**config.mk**
```make
export PLATFORM = sky130hd
export DESIGN_NAME = alu_result_serializer
export DESIGN_NICKNAME = d
export VERILOG_FILES = /design/src/rtl/alu_result_serializer.sv
export SDC_FILE = /design/constraint.sdc
export NUM_CORES = 1
export LEC_CHECK = 0
export BUFFER_PORTS_ARGS = -buffer_cell sky130_fd_sc_hd__buf_2
export CAP_MARGIN = 30
export CELL_PAD_IN_SITES_DETAIL_PLACEMENT = 1
export CELL_PAD_IN_SITES_GLOBAL_PLACEMENT = 2
export CORE_UTILIZATION = 45
export CTS_BUF_LIST = sky130_fd_sc_hd__clkbuf_8
export CTS_CLUSTER_SIZE = 12
export DETAILED_ROUTE_END_ITERATION = 12
export PLACE_DENSITY = 0.87
export SYNTH_ARGS = -nofsm -noshare
export SYNTH_HDL_FRONTEND = slang
export SYNTH_SLANG_ARGS = --single-unit
```
**constraint.sdc**
```tcl
create_clock -name wb_clk_i -period 4.8 [get_ports wb_clk_i]
set_input_delay 0.96 -clock wb_clk_i [delete_from_list [all_inputs] [get_ports wb_clk_i]]
set_output_delay 0.96 -clock wb_clk_i [all_outputs]
set_load 0.005 [all_outputs]
```
**src/rtl/alu_result_serializer.sv**
```systemverilog
// Buffers packed dual-ALU result words in a small FIFO and shifts each one out on a single pad
// as a framed stream: start bit (low), DATA_W bits MSB first, stop bit (high).
module alu_result_serializer #(
  parameter int DATA_W  = 27,
  parameter int DEPTH   = 4,
  parameter int CLK_DIV = 4
) (
  input  logic                     wb_clk_i,
  input  logic                     wb_rst_i,
  input  logic                     in_valid,
  input  logic [DATA_W-1:0]        in_data,
  output logic                     in_ready,
  output logic                     ser_out,
  output logic                     ser_frame,
  output logic                     busy,
  output logic [$clog2(DEPTH):0]   level,
  output logic                     overflow,
  output logic [1:0]               fsm_state
);

  localparam int PTR_W = $clog2(DEPTH);
  localparam int LVL_W = PTR_W + 1;
  localparam int DIV_W = (CLK_DIV > 1) ? $clog2(CLK_DIV) : 1;
  localparam int BIT_W = $clog2(DATA_W);

  typedef enum logic [1:0] {IDLE, START, DATA, STOP} state_t;

  state_t              state;
  logic [DATA_W-1:0]   mem [DEPTH];
  logic [PTR_W-1:0]    wr_ptr;
  logic [PTR_W-1:0]    rd_ptr;
  logic [DATA_W-1:0]   shift;
  logic [DIV_W-1:0]    div_cnt;
  logic [BIT_W-1:0]    bit_cnt;
  logic                push;
  logic                pop;
  logic                div_end;

  // Handshake: a word transfers on any edge where in_valid && in_ready. in_ready comes only from
  // the registered level, so a word offered while full is dropped even if a pop happens that cycle.
  assign in_ready  = (level != LVL_W'(DEPTH));
  assign push      = in_valid && in_ready;
  assign div_end   = (div_cnt == DIV_W'(CLK_DIV - 1));
  assign pop       = (level != '0) && ((state == IDLE) || ((state == STOP) && div_end));
  assign fsm_state = state;

  always_ff @(posedge wb_clk_i) begin
    if (push) mem[wr_ptr] <= in_data;
  end

  always_ff @(posedge wb_clk_i) begin
    if (wb_rst_i) begin
      wr_ptr   <= '0;
      rd_ptr   <= '0;
      level    <= '0;
      overflow <= 1'b0;
    end else begin
      if (push) wr_ptr <= wr_ptr + 1'b1;
      if (pop)  rd_ptr <= rd_ptr + 1'b1;
      level <= level + LVL_W'(push) - LVL_W'(pop);
      if (in_valid && !in_ready) overflow <= 1'b1;
    end
  end

  // Outputs are set on the transition edge so the line value always matches the state it enters.
  always_ff @(posedge wb_clk_i) begin
    if (wb_rst_i) begin
      state     <= IDLE;
      shift     <= '0;
      div_cnt   <= '0;
      bit_cnt   <= '0;
      ser_out   <= 1'b1;
      ser_frame <= 1'b0;
      busy      <= 1'b0;
    end else begin
      case (state)
        IDLE: begin
          ser_out   <= 1'b1;
          ser_frame <= 1'b0;
          div_cnt   <= '0;
          if (pop) begin
            shift     <= mem[rd_ptr];
            state     <= START;
            ser_out   <= 1'b0;
            ser_frame <= 1'b1;
            busy      <= 1'b1;
          end
        end
        START: begin
          if (div_end) begin
            div_cnt <= '0;
            bit_cnt <= BIT_W'(DATA_W - 1);
            state   <= DATA;
            ser_out <= shift[DATA_W-1];
          end else begin
            div_cnt <= div_cnt + 1'b1;
          end
        end
        DATA: begin
          if (div_end) begin
            div_cnt <= '0;
            if (bit_cnt == '0) begin
              state     <= STOP;
              ser_out   <= 1'b1;
              ser_frame <= 1'b0;
            end else begin
              bit_cnt <= bit_cnt - 1'b1;
              shift   <= shift << 1;
              ser_out <= shift[DATA_W-2];
            end
          end else begin
            div_cnt <= div_cnt + 1'b1;
          end
        end
        STOP: begin
          if (div_end) begin
            div_cnt <= '0;
            if (pop) begin
              shift     <= mem[rd_ptr];
              state     <= START;
              ser_out   <= 1'b0;
              ser_frame <= 1'b1;
            end else begin
              state <= IDLE;
              busy  <= 1'b0;
            end
          end else begin
            div_cnt <= div_cnt + 1'b1;
          end
        end
        default: state <= IDLE;
      endcase
    end
  end

endmodule

```
Word-level counts from Yosys, hierarchy flattened
Memory sizes are Yosys's and may differ from the RTL's. A register that Yosys moved wholly into a read port is not among the register bits.
Index checks and enable logic that the tools add are counted.

word-level totals
  memories = 1
  bits in registers = 47
  RAM bits = 108
  output and inout port bits = 10

memories
  name  depth  bits a word  rd ports  clocked after Yosys merged registers in  wr ports  line  source
  mem   4      27           1         1                                        1         29    logic [DATA_W-1:0] mem [DEPTH];

cells by class
  add/sub/neg operators = 6
  equality and inequality tests = 13
  reduce and logical (&&, ||, !) cells = 19
  multiplexer cells = 38

operator list
  operator             count
  $mux 27              4
  $pmux 27 s3          1
  $mux 1               16
  $mux 2               8
  $ne 2x2->1 const B   8
  $reduce_and 4->1     4
  $mux 5               3
  $pmux 5 s2           1
  $reduce_and 5->1     2
  $pmux 2 s4           1
  $add 2x1->2 const B  3
  $eq 2x2->1 const B   3
  $reduce_bool 3->1    2
  $logic_not 5->1      1
  $sub 5x1->5 const B  1
  $logic_and 1x1->1    4
  $pmux 1 s4           1
  $pmux 2 s2           1
  $reduce_bool 2->1    2
  $add 3x1->3          1
  $ne 3x3->1 const B   1
  $pmux 1 s3           1
  $reduce_or 3->1      1
  $sub 3x1->3          1
  5 further kinds      5

Depth between registers and ports, before layout
  depth in word-level cells = 7
  mapped depth = 13
  mapped depth without buffers = 12

Least setup slack after synthesis
Ideal clock, no wire load.

  kind = input-to-reg
  from = in in_valid
  to = reg level[2]
  slack = 2323 ps
  path buffers = 0
  arrival = 2350 ps
  data required time = 4672 ps
  library setup time = 128 ps
  cell stages on the path = 10
  cells stage by stage = and2_1 > inv_1 > ha_1 > inv_1 > ha_1 > inv_1 > fa_1 > xor2_1 > xnor2_1 > nor2_1

on the way
  word-level cells in the longest chain between the ends = 3

RTL lines
  what                  line  source
  from (decl)           10    input logic in_valid,
  $logic_and 1x1->1     42    assign push = in_valid && in_ready;
  $add 3x1->3           60    level <= level + LVL_W'(push) - LVL_W'(pop);
  $sub 3x1->3           60
  to (signal assigned)  60
  to (decl)             16    output logic [$clog2(DEPTH):0] level,

No other way between the ends.
A chain may end at the register's enable or synchronous reset.

Final worst setup path
  from = reg state[0] (netlist: fsm_state[0])
  to = reg shift[19]

on the way
  word-level cells in the longest chain between the ends = 7

RTL lines
  what                    line    source
  from (decl)             28      state_t state;
  from (signal assigned)  68      state <= IDLE;
  from (signal assigned)  83      state <= START;
  from (signal assigned)  93      state <= DATA;
  $eq 2x2->1              44, 76
  $logic_and 1x1->1       44      assign pop = (level != '0) && ((state == IDLE) || ((state == STOP) && div_end));
  $logic_or 1x1->1        44
  $logic_and 1x1->1       44
  $mux 27 (2 in series)   n/a
  $pmux 27 s3             76      case (state)
  to (signal assigned)    82      shift <= mem[rd_ptr];
  to (signal assigned)    108     shift <= shift << 1;
  to (signal assigned)    119     shift <= mem[rd_ptr];
  to (decl)               32      logic [DATA_W-1:0] shift;

Several ways; a longest one is shown, not always the timed one. The select of a mux whose other input is x is not followed.

==> flow_summary_export.csv <==
group,metric,value,unit
outcome,outcome,"finished, final reports clean",
timing,hold_viol_final,0,
min_path,hp-class,"reg -> reg",
place,dp.final_hpwl,8.57,mm
layout,n_antenna_cell,0,
clock_network,post_cts_resized,0,
route,wl,13.2,mm
layout,nNetsFinal,495,
clock_network,cts_buffers,17,
worst_setup_path,cp.arrival,3400,ps
route,antenna_left,0,
global_route,grt_pass1_vias,3893,
pwr,p_per_area,581,nW/um2
clock_network,cts-root-buf,"clkbuf_8",
route,num_vias,3645,
worst_setup_path,r2r_slack,1720,ps
floorplanning,num_rows,43,
timing,fin_crit_sh,64.1,%
synth,ys.flop_type,"edfxtp_1",
worst_setup_path,critPathKind,"reg -> reg",
worst_setup_path,path_cells,"inv_1 > ha_2 > buf_12 > nor2_1 > and4_4 > or2_1 > buf_4 > a211oi_2",
layout,area_delta_synth_final,11.9,%
layout,fin_util,51.9,%
synth,synth_cell_types,48,
worst_setup_path,cp_slowest_cell,"or2_1",
floorplanning,core-area,14000,um2
synth,yosysWarnings,0,
worst_setup_path,endpoint_kind,"flip-flop",
route,dr.pass1.iters,4,
global_route,grt_pass1_wl,21.2,mm
worst_setup_path,critPathMaxStageDelay,760,ps
clock_network,htreeDepth,4,
worst_setup_path,crit_path_start,"fsm_state[0]",
floorplanning,io_pins,40,
timing,relSlewSlack,39.4,%
route,drtIter0Drc,198,
timing,worstMarginPinSlew,908,ps
route,wire_per_inst,20.5,um
timing,skew,6.75,ps
timing,fmax,325,MHz
synth,synth-edff-count,108,
route,drc_errors,0,
synth,synth.net_count,459,
clock_network,post_cts_buffers,0,
worst_setup_path,r2r-start,"fsm_state[0]",
synth,ys_top_cells_by_count,"108 x edfxtp_1, 49 x dfxtp_1, 32 x nor3_1",
clock_network,ctsHoldBuffers,0,
timing,fin_crit,3080,ps
place,port_buffers,39,
clock_network,cts_buffer_depth,2,
route,avgViaCountPerCell,5.65,
synth,avgSynthCellArea,15.6,um2
timing,rsz0062_at_grt,"no",
clock_network,path_clk_slew,80,ps
worst_setup_path,cp.required,5120,ps
synth,synthArstFlopShare,0,%
place,gp_congestion,0.781,
min_path,min_from,"div_cnt[0]",
layout,drive_above_1_share,28.0,%
worst_setup_path,cp_num_buf_inv,3,
synth,ys_seq_area_share,65.1,%
run,maxCapViolations,0,
global_route,grt_max_degree,38,
layout,n_fill_cell,1372,
timing,setup_violations,0,
synth,synth_area,6490,um2
timing,slew_violations,0,
clock_network,tritoncts,"done",
synth,synth_top_area_share,50.0,%
synth,synth-seq-cells,157,
synth,post-synth-top-count-cell,"edfxtp_1",
global_route,track_usage,19.5,%
worst_setup_path,critPathLaunchType,"flip-flop",
pwr,vdd_drop_max,219,uV
clock_network,clock-sinks,157,
worst_setup_path,critical-path-top-delay-family,"simple AND/OR/NAND/NOR gates",
synth,synth_top_area_cell,"edfxtp_1",
floorplanning,start_util,46.4,%
clock_network,insertion_delay,440,ps
floorplanning,die_w,122,um
synth,syn_inst,416,
floorplanning,die_h,122,um
global_route,grt_overflow_total,0,
synth,synth_area_leaders,"edfxtp_1 50%, dfxtp_1 15%, mux4_2 9.4%, mux2i_1 4.3%, a211oi_2 3.7%",
pwr,power.leakage,2.40,nW
worst_setup_path,critPathMaxFanout,33,
global_route,antenna_found_initial,0,
floorplanning,dieArea,14900,um2
timing,setup_tns,0,ps
==> layout make-up <==
cell class              count  area [um2]  share of cell area [%]
repair buffers             45         265                    3.65
clock buffers              17         234                    3.22
inverters                  13        48.8                   0.671
clock inverters            15         175                    2.41
well taps                 180         225                    3.10
multi-input cells         218        2090                    28.8
flip-flops and latches    157        4230                    58.1
==> state kept, by name, indices dropped and copies added, names as in the netlist, named ones only <==
signal,count
shift,27
div_cnt,2
mem,108
ser_frame,1
rd_ptr,2
overflow,1
bit_cnt,5
busy,1
fsm_state,2
ser_out,1
wr_ptr,2
level,3
==> final timing paths <==
check        cells after the start          to
max                              8   shift[19]
min                              1  div_cnt[0]
max reg2reg                      8   shift[19]
min reg2reg                      1  div_cnt[0]
==> power breakdown <==
group / leakage [nW] / internal (W) / switching [W]
clock: 0.210 / 0.000514 / 0.000495
sequential: 1.39 / 0.00171 / 0.000163
combinational: 0.801 / 0.000598 / 0.000744
==> metrics by stage <==
step	hold WS (ps)	power, W	setup WS (ps)	std cells	cell area [um2]
floorplan	405	0.00293	2320	416	6490
global placement	414	0.00317	1520	611	6820
detailed placement	420	0.00327	1750	613	6860
CTS	441	0.00428	1740	645	7270
global route	464	0.00446	1540	645	7270
finish	443	0.00422	1720	645	7270
==> cells by family (layout without fill, tap and decap cells) <==
| family | Yosys count | after routing | synth area share (%) |
|---|---|---|---|
| xor+xnor | 5 | 5 | 0.674 |
| mux | 55 | 55 | 13.7 |
| fa+ha+maj | 13 | 13 | 2.62 |
| compound gates | 61 | 61 | 8.06 |
| simple gates | 84 | 84 | 7.00 |
| flops | 157 | 157 | 65.1 |
| buf+inv | 41 | 90 | 2.91 |
==> cells in the final DEF (no fill, tap or decap), types with 11 or more instances in the layout <==
| cell | Yosys | final |
|---|---|---|
| edfxtp_1 | 108 | 108 |
| dfxtp_1 | 49 | 48 |
| buf_2 | 4 | 39 |
| nor3_1 | 32 | 32 |
| mux2i_1 | 28 | 28 |
| mux4_2 | 27 | 27 |
| a211oi_2 | 19 | 19 |
| nor2_1 | 17 | 17 |
| clkbuf_8 | 0 | 17 |
| inv_1 | 13 | 15 |
| nand2_1 | 11 | 11 |
| ha_1 | 12 | 11 |
==> metal layers <==
metal	vias up	global-route usage (%)	part of all wire, %
met2	53	33.6	53
li1	1701	-	-
met3	13	4.17	2.4
met4	0	6.86	1.1
met5	-	0	0
met1	1878	24.1	44
No activity file was read; power rests on OpenSTA's default activity.
